`config.mk`:
```
export PLATFORM = sky130hd
export DESIGN_NAME = store_aligner
export DESIGN_NICKNAME = d
export VERILOG_FILES = /design/src/rtl/store_aligner.sv
export SDC_FILE = /design/constraint.sdc
export NUM_CORES = 1
export LEC_CHECK = 0
export BUFFER_PORTS_ARGS = -buffer_cell sky130_fd_sc_hd__buf_2
export CAP_MARGIN = 25
export CORE_AREA = 2 2 113 115
export CTS_BUF_LIST = sky130_fd_sc_hd__clkbuf_16
export DETAILED_ROUTE_END_ITERATION = 10
export DIE_AREA = 0 0 115 117
export HOLD_SLACK_MARGIN = 0.1
export PLACE_DENSITY = 0.67
export SLEW_MARGIN = 20
export SYNTH_ARGS = -nofsm -noshare
export SYNTH_HDL_FRONTEND = slang
export SYNTH_SLANG_ARGS = --single-unit
```
`constraint.sdc`:
```
create_clock -name clk -period 1.3 [get_ports clk]
set_clock_uncertainty 0.15 [all_clocks]
set_input_delay 0.195 -clock clk [delete_from_list [all_inputs] [get_ports clk]]
set_output_delay 0.195 -clock clk [all_outputs]
set_load 0.05 [all_outputs]
```
`src/rtl/store_aligner.sv`:
```
// store_aligner: turns a right-justified RISC-V store (SB/SH/SW/SD) into one or two
// lane-positioned memory beats with a per-bit write mask.
//
// Optional feature: define STORE_ALIGNER_SPLIT_EN to serve stores that cross an XLEN/8-byte
// boundary as two back-to-back beats. Without it, crossing stores are rejected exactly like
// illegal sizes (one-cycle store_err pulse, no beat).
//
// Ports
//   clk, rst_n          clock, asynchronous active-low reset
//   req_valid/req_ready store request handshake (ready only while idle)
//   req_addr            byte address of the store
//   req_funct3          store size: 000 SB, 001 SH, 010 SW, 011 SD (SD only when XLEN = 64)
//   req_data            store data, right-justified
//   mem_valid/mem_ready memory beat handshake
//   mem_addr            word-aligned beat address
//   mem_wdata           lane-positioned write data, zero in disabled lanes
//   mem_wbits           per-bit write enable, whole bytes
//   store_err           one-cycle pulse after a rejected request
module store_aligner #(
  parameter int unsigned XLEN   = 32,
  parameter int unsigned ADDR_W = 32
) (
  input  logic              clk,
  input  logic              rst_n,
  input  logic              req_valid,
  output logic              req_ready,
  input  logic [ADDR_W-1:0] req_addr,
  input  logic [2:0]        req_funct3,
  input  logic [XLEN-1:0]   req_data,
  output logic              mem_valid,
  input  logic              mem_ready,
  output logic [ADDR_W-1:0] mem_addr,
  output logic [XLEN-1:0]   mem_wdata,
  output logic [XLEN-1:0]   mem_wbits,
  output logic              store_err
);

  localparam int unsigned NB = XLEN / 8;
  localparam int unsigned OW = $clog2(NB);
  localparam logic [ADDR_W-1:0] NbAddr = ADDR_W'(NB);

`ifdef STORE_ALIGNER_SPLIT_EN
  localparam bit SplitEn = 1'b1;
`else
  localparam bit SplitEn = 1'b0;
`endif

  typedef enum logic [1:0] {StIdle, StBeat0, StBeat1} state_e;

  state_e            state_q, state_d;
  logic [ADDR_W-1:0] mem_addr_q, mem_addr_d;
  logic [XLEN-1:0]   mem_wdata_q, mem_wdata_d;
  logic [XLEN-1:0]   mem_wbits_q, mem_wbits_d;
  logic [XLEN-1:0]   hi_wdata_q, hi_wdata_d;
  logic [XLEN-1:0]   hi_wbits_q, hi_wbits_d;
  logic              split_q, split_d;
  logic              store_err_q, store_err_d;

  logic [OW-1:0]     offset;
  logic [3:0]        size;
  logic              legal_f3;
  logic              crossing;
  logic              accept_ok;
  logic [XLEN-1:0]   size_mask;
  logic [2*XLEN-1:0] data_wide;
  logic [2*XLEN-1:0] bits_wide;

  assign offset = req_addr[OW-1:0];

  always_comb begin
    size     = 4'd1;
    legal_f3 = 1'b0;
    case (req_funct3)
      3'b000:  begin size = 4'd1; legal_f3 = 1'b1; end
      3'b001:  begin size = 4'd2; legal_f3 = 1'b1; end
      3'b010:  begin size = 4'd4; legal_f3 = 1'b1; end
      3'b011:  begin size = 4'd8; legal_f3 = (XLEN == 64); end
      default: begin size = 4'd1; legal_f3 = 1'b0; end
    endcase
  end

  always_comb begin
    size_mask = '0;
    for (int b = 0; b < int'(XLEN); b++) begin
      size_mask[b] = (b / 8) < int'(size);
    end
  end

  // Shifting into a double-width vector gives beat 0 in the low half and the spill-over
  // for beat 1 (data >> 8*(NB-O)) in the high half.
  assign data_wide = {{XLEN{1'b0}}, req_data & size_mask} << {offset, 3'b000};
  assign bits_wide = {{XLEN{1'b0}}, size_mask} << {offset, 3'b000};

  assign crossing  = (32'(offset) + 32'(size)) > NB;
  assign accept_ok = legal_f3 && (!crossing || SplitEn);

  always_comb begin
    state_d     = state_q;
    mem_addr_d  = mem_addr_q;
    mem_wdata_d = mem_wdata_q;
    mem_wbits_d = mem_wbits_q;
    hi_wdata_d  = hi_wdata_q;
    hi_wbits_d  = hi_wbits_q;
    split_d     = split_q;
    store_err_d = 1'b0;
    case (state_q)
      StIdle: begin
        if (req_valid) begin
          if (!accept_ok) begin
            store_err_d = 1'b1;
          end else begin
            state_d     = StBeat0;
            mem_addr_d  = {req_addr[ADDR_W-1:OW], {OW{1'b0}}};
            mem_wdata_d = data_wide[XLEN-1:0];
            mem_wbits_d = bits_wide[XLEN-1:0];
            hi_wdata_d  = data_wide[2*XLEN-1:XLEN];
            hi_wbits_d  = bits_wide[2*XLEN-1:XLEN];
            split_d     = crossing;
          end
        end
      end
      StBeat0: begin
        if (mem_ready) begin
          if (split_q && SplitEn) begin
            state_d     = StBeat1;
            mem_addr_d  = mem_addr_q + NbAddr;
            mem_wdata_d = hi_wdata_q;
            mem_wbits_d = hi_wbits_q;
          end else begin
            state_d     = StIdle;
            mem_wdata_d = '0;
            mem_wbits_d = '0;
          end
        end
      end
      StBeat1: begin
        if (mem_ready) begin
          state_d     = StIdle;
          mem_wdata_d = '0;
          mem_wbits_d = '0;
        end
      end
      default: begin
        state_d     = StIdle;
        mem_wdata_d = '0;
        mem_wbits_d = '0;
      end
    endcase
  end

  always_ff @(posedge clk or negedge rst_n) begin
    if (!rst_n) begin
      state_q     <= StIdle;
      mem_addr_q  <= '0;
      mem_wdata_q <= '0;
      mem_wbits_q <= '0;
      hi_wdata_q  <= '0;
      hi_wbits_q  <= '0;
      split_q     <= 1'b0;
      store_err_q <= 1'b0;
    end else begin
      state_q     <= state_d;
      mem_addr_q  <= mem_addr_d;
      mem_wdata_q <= mem_wdata_d;
      mem_wbits_q <= mem_wbits_d;
      hi_wdata_q  <= hi_wdata_d;
      hi_wbits_q  <= hi_wbits_d;
      split_q     <= split_d;
      store_err_q <= store_err_d;
    end
  end

  assign req_ready = (state_q == StIdle);
  assign mem_valid = (state_q != StIdle);
  assign mem_addr  = mem_addr_q;
  assign mem_wdata = mem_wdata_q;
  assign mem_wbits = mem_wbits_q;
  assign store_err = store_err_q;

endmodule

```
==> results list <==
- Outcome: complete, but fails checks
- Violations in the final reports: negative setup slack
* CP Launch Type: input port
- DRC violations left: 0
- GPL Wtd Cong: 0.891
- WL/cell: 15.8 microns
- Kind of cell adding the most delay to the critical path: adder cells
* Global route total overflow: 0
* Worst min-delay path category: in -> reg
- The initial utilization of the core area, before any placement, comes to 29.2%.
* Peak supply drop: 1110 uV
- Final setup violation count: 102
* Pin slew with the least headroom to its limit: 802 ps
- Final HPWL from detailed placement: 7.80 mm
* Proportion of layout cells with a drive suffix above 1: 49.7%
- In this run the core area contains 41 standard-cell rows.
* Total routing usage reported by global routing: 16.3%
- Root Buffer: sky130_fd_sc_hd__clkbuf_16
* Clock network power share: 20.3%
* Maximum clock insertion buffer count: 2
- Start-to-end type of the worst setup path: in -> reg
* Post-layout total power: 11.2 mW
- Count of TritonRoute iterations in the first routing pass: 4
* Achievable clock frequency: 433 MHz
- Antenna viol nets, final: 0
- Setup repair after global routing could not meet its margin everywhere.
- Share of total power in sequential cells: 26.6%
- Area enclosed by the die boundary: 13,500 sq um
- Clock Latency Late Sink: 310 ps
* Static Leakage: 3.16 nW
- Worst Path Buf+Inv: 4
* Horizontal extent of the die: 115 microns
* Tcrit/Tclk final: 178%
- The first routing iteration left 123 violations.
- In this run the most used layer during global routing was met2.
- TritonCTS built the clock tree.
* Total via count in the routed design: 3,294
* Flip-flop and latch count after synthesis: 68
- Yosys mapped a number of flops with a built-in enable equal to 0.
* CP max stage cell: sky130_fd_sc_hd__fa_1
* Fin nets: 644
- Slew Limit Headroom: 46.3%
- For this design the total switching power over the nets is 5.01 mW.
- The area growth from synthesis to layout is 69.3%.
- Min Tclk post-route: 2310 ps
* GRT met2 Usage: 27.4%
- Maximum number of pins on one net before global-route repair: 69
- Top FF cell, synth: sky130_fd_sc_hd__dfrtp_1
- Library cell with the highest instance count after synthesis: sky130_fd_sc_hd__dfrtp_1
- Vias in the first global route: 3,313
- For this run, the number of Yosys warnings is 0.
* Critical path cell sequence: buf_6 -> o21ba_4 -> inv_4 -> ha_4 -> inv_2 -> fa_1 -> nand2b_1 -> a221oi_4 -> nand3_4 -> clkbuf_16 -> mux2_4
* Post-CTS clock slew at the launch and capture registers of the worst setup and hold paths: 50 ps
- Core Region: 12,300 sq um
- Final core occ: 49.5%
- Arrival time worst endpoint: 2360 ps
* Layout Cell Area excl Fill: 6090 sq um
* Post-synthesis instance area: 3600 sq um
- Number of placed I/O pins: 170
* Kind of capture point of the worst setup path: flip-flop
- TritonCTS sink count: 68
* Synthesized instance count: 344
* Portion of synthesized cell area occupied by the leading cell type: 47.3%
* H-tree depth: 3
* Dpl cell area: 4610 sq um
* Fin worst setup slack: -1010 ps
* Max Cap Violations: 0
- FFs w/ async S/R, synth: 100%
- The number of slew-limit violations in the final report is 0.
- P per Cell Area: 1850 nW/um^2
* Avg Synthesized Cell Area: 10.5 sq um
- The final-report hold violation count is 0.
- Critical path fanouts, max: 6
- Final worst hold slack: 111 ps
- IO Port Bufs: 167
* Number of clock buffers inserted by TritonCTS: 9
- The first global-routing pass estimated 17.0 mm of wire.
- Antenna violations before repair: 0
- GR Layer Usage met3: 3.55%
- Sorting the synthesized cells by area gives the leading types as sky130_fd_sc_hd__dfrtp_1, sky130_fd_sc_hd__mux2i_1, sky130_fd_sc_hd__mux2_2.
- Max incr delay on CP: 480 ps
* Die span in y: 117 microns
- Synthesis instantiated 28 different standard cells from the library.
- Routed wire length: 11.5 mm
- Cell internal power was estimated by the tool at 6.24 mW.
- Combinational cell fraction of total power: 53.1%
* Synth area leader: sky130_fd_sc_hd__dfrtp_1
* Ant. Diodes: 0
- Met1 layer usage reported by global route: 21.0%
- Of the total power, the share spent switching nets is 44.5%.
- STA puts the critical path data required time at 1350 ps.
* Detail-routed via count per cell: 4.54
* Commonest cells post-synth: sky130_fd_sc_hd__dfrtp_1, sky130_fd_sc_hd__nand2_1, sky130_fd_sc_hd__mux2i_1
* Seq/Total Area, Yosys: 47.3%
[cell families (layout without fill, tap and decap cells)]
family                     after synthesis  in the layout  share of synthesized area, %
and+or+nand+nor                         93             93                          11.3
muxes                                   74             74                          21.7
DFF                                     68             68                          47.3
buffers and inverters                   55            285                          9.67
AOI/OAI and AO/OA                       49             49                          8.39
adders and majority gates                3              3                          1.25
other                                    1              2                         0.104
xor gates and xnor gates                 1              1                         0.244
[timing repair]
| action | 4_1_cts | 5_1_grt |
|---|---|---|
| endpoints found under the hold margin | 107 | 0 |
| gates cloned | 1 | 3 |
| setup endpoints to repair | 114 | 141 |
| pin swaps | 0 | 1 |
| resized for setup | 94 | 85 |
| hold buffers | 40 | 0 |
| setup buffers | 14 | 11 |
[worst paths after layout]
check	end	slack (ps)	start	depth (start not counted)
hold / removal	mem_wdata[5]	110	req_data[5]	4
max in group asynchronous	mem_wbits[23]	410	rst_n	3
setup / recovery	mem_addr[7]	-1010	req_funct3[1]	11
setup reg to reg	mem_addr[16]	-250	state_q[0]	5
hold reg to reg	mem_addr[22]	350	mem_addr[22]	1
min in group asynchronous	mem_addr[14]	280	rst_n	3
[metal layers]
layer / up-vias / routed length, microns
li1: 1593 / -
met1: 1568 / 4760
met2: 111 / 5790
met3: 22 / 608
met4: 0 / 306
met5: - / 0
[cell usage in the layout (no fill, tap or decap), types with 8 or more instances in the layout]
cell type and instances:
sky130_fd_sc_hd__buf_2 80, sky130_fd_sc_hd__dfrtp_1 63, sky130_fd_sc_hd__nand2_1 60, sky130_fd_sc_hd__buf_4 46, sky130_fd_sc_hd__mux2i_1 41, sky130_fd_sc_hd__dlygate4sd3_1 40
sky130_fd_sc_hd__clkbuf_4 38, sky130_fd_sc_hd__mux2_2 30, sky130_fd_sc_hd__buf_6 28, sky130_fd_sc_hd__buf_8 23, sky130_fd_sc_hd__o21ai_0 16, sky130_fd_sc_hd__a21oi_1 16
sky130_fd_sc_hd__a21o_1 10, sky130_fd_sc_hd__clkbuf_16 10, sky130_fd_sc_hd__nand3_1 9, sky130_fd_sc_hd__nand2b_1 8
[metrics by stage]
stage	setup slack (ps)	setup TNS, ps	instances
after floorplan	-1060	-68300	345
after CTS	-994	-63330	712
final	-1010	-67280	725
after global routing	-1060	-72810	725
after global placement	-1280	-79980	641
after detailed placement	-1380	-85880	641
[flip-flops by register name (all words and copies together) (netlist names)]
signal,flops
store_err,1
state_q,1
mem_wdata,32
mem_addr,30
mem_wbits,4
[power by group through the flow]
stage,Sequential (mW),Combinational (mW),Clock [mW]
6_report,2.99,5.97,2.29
3_5_place_dp,3.02,4.84,0
3_3_place_gp,3.00,4.79,0
4_1_cts,2.99,5.50,2.36
5_1_grt,3.06,6.24,2.45
2_1_floorplan,4.93,1.96,0
[cell type report]
class                      instances  area [sq um]
clock buffer                       9           225
clock inverter                     7          53.8
inverter                           6          28.8
multi-input combinational        222          1620
sequential                        68          1710
timing repair buffer             263          2260
fill                            1095          6220
tap                              150           188
[worst reg2reg max path: stages (launching register included)]
cell                         delay, ps
sky130_fd_sc_hd__dfrtp_2           370
sky130_fd_sc_hd__buf_6             100
sky130_fd_sc_hd__clkinvlp_4        100
sky130_fd_sc_hd__nand3_4           160
sky130_fd_sc_hd__buf_16            190
sky130_fd_sc_hd__mux2_2            360
(Power assumes the default switching activity.)
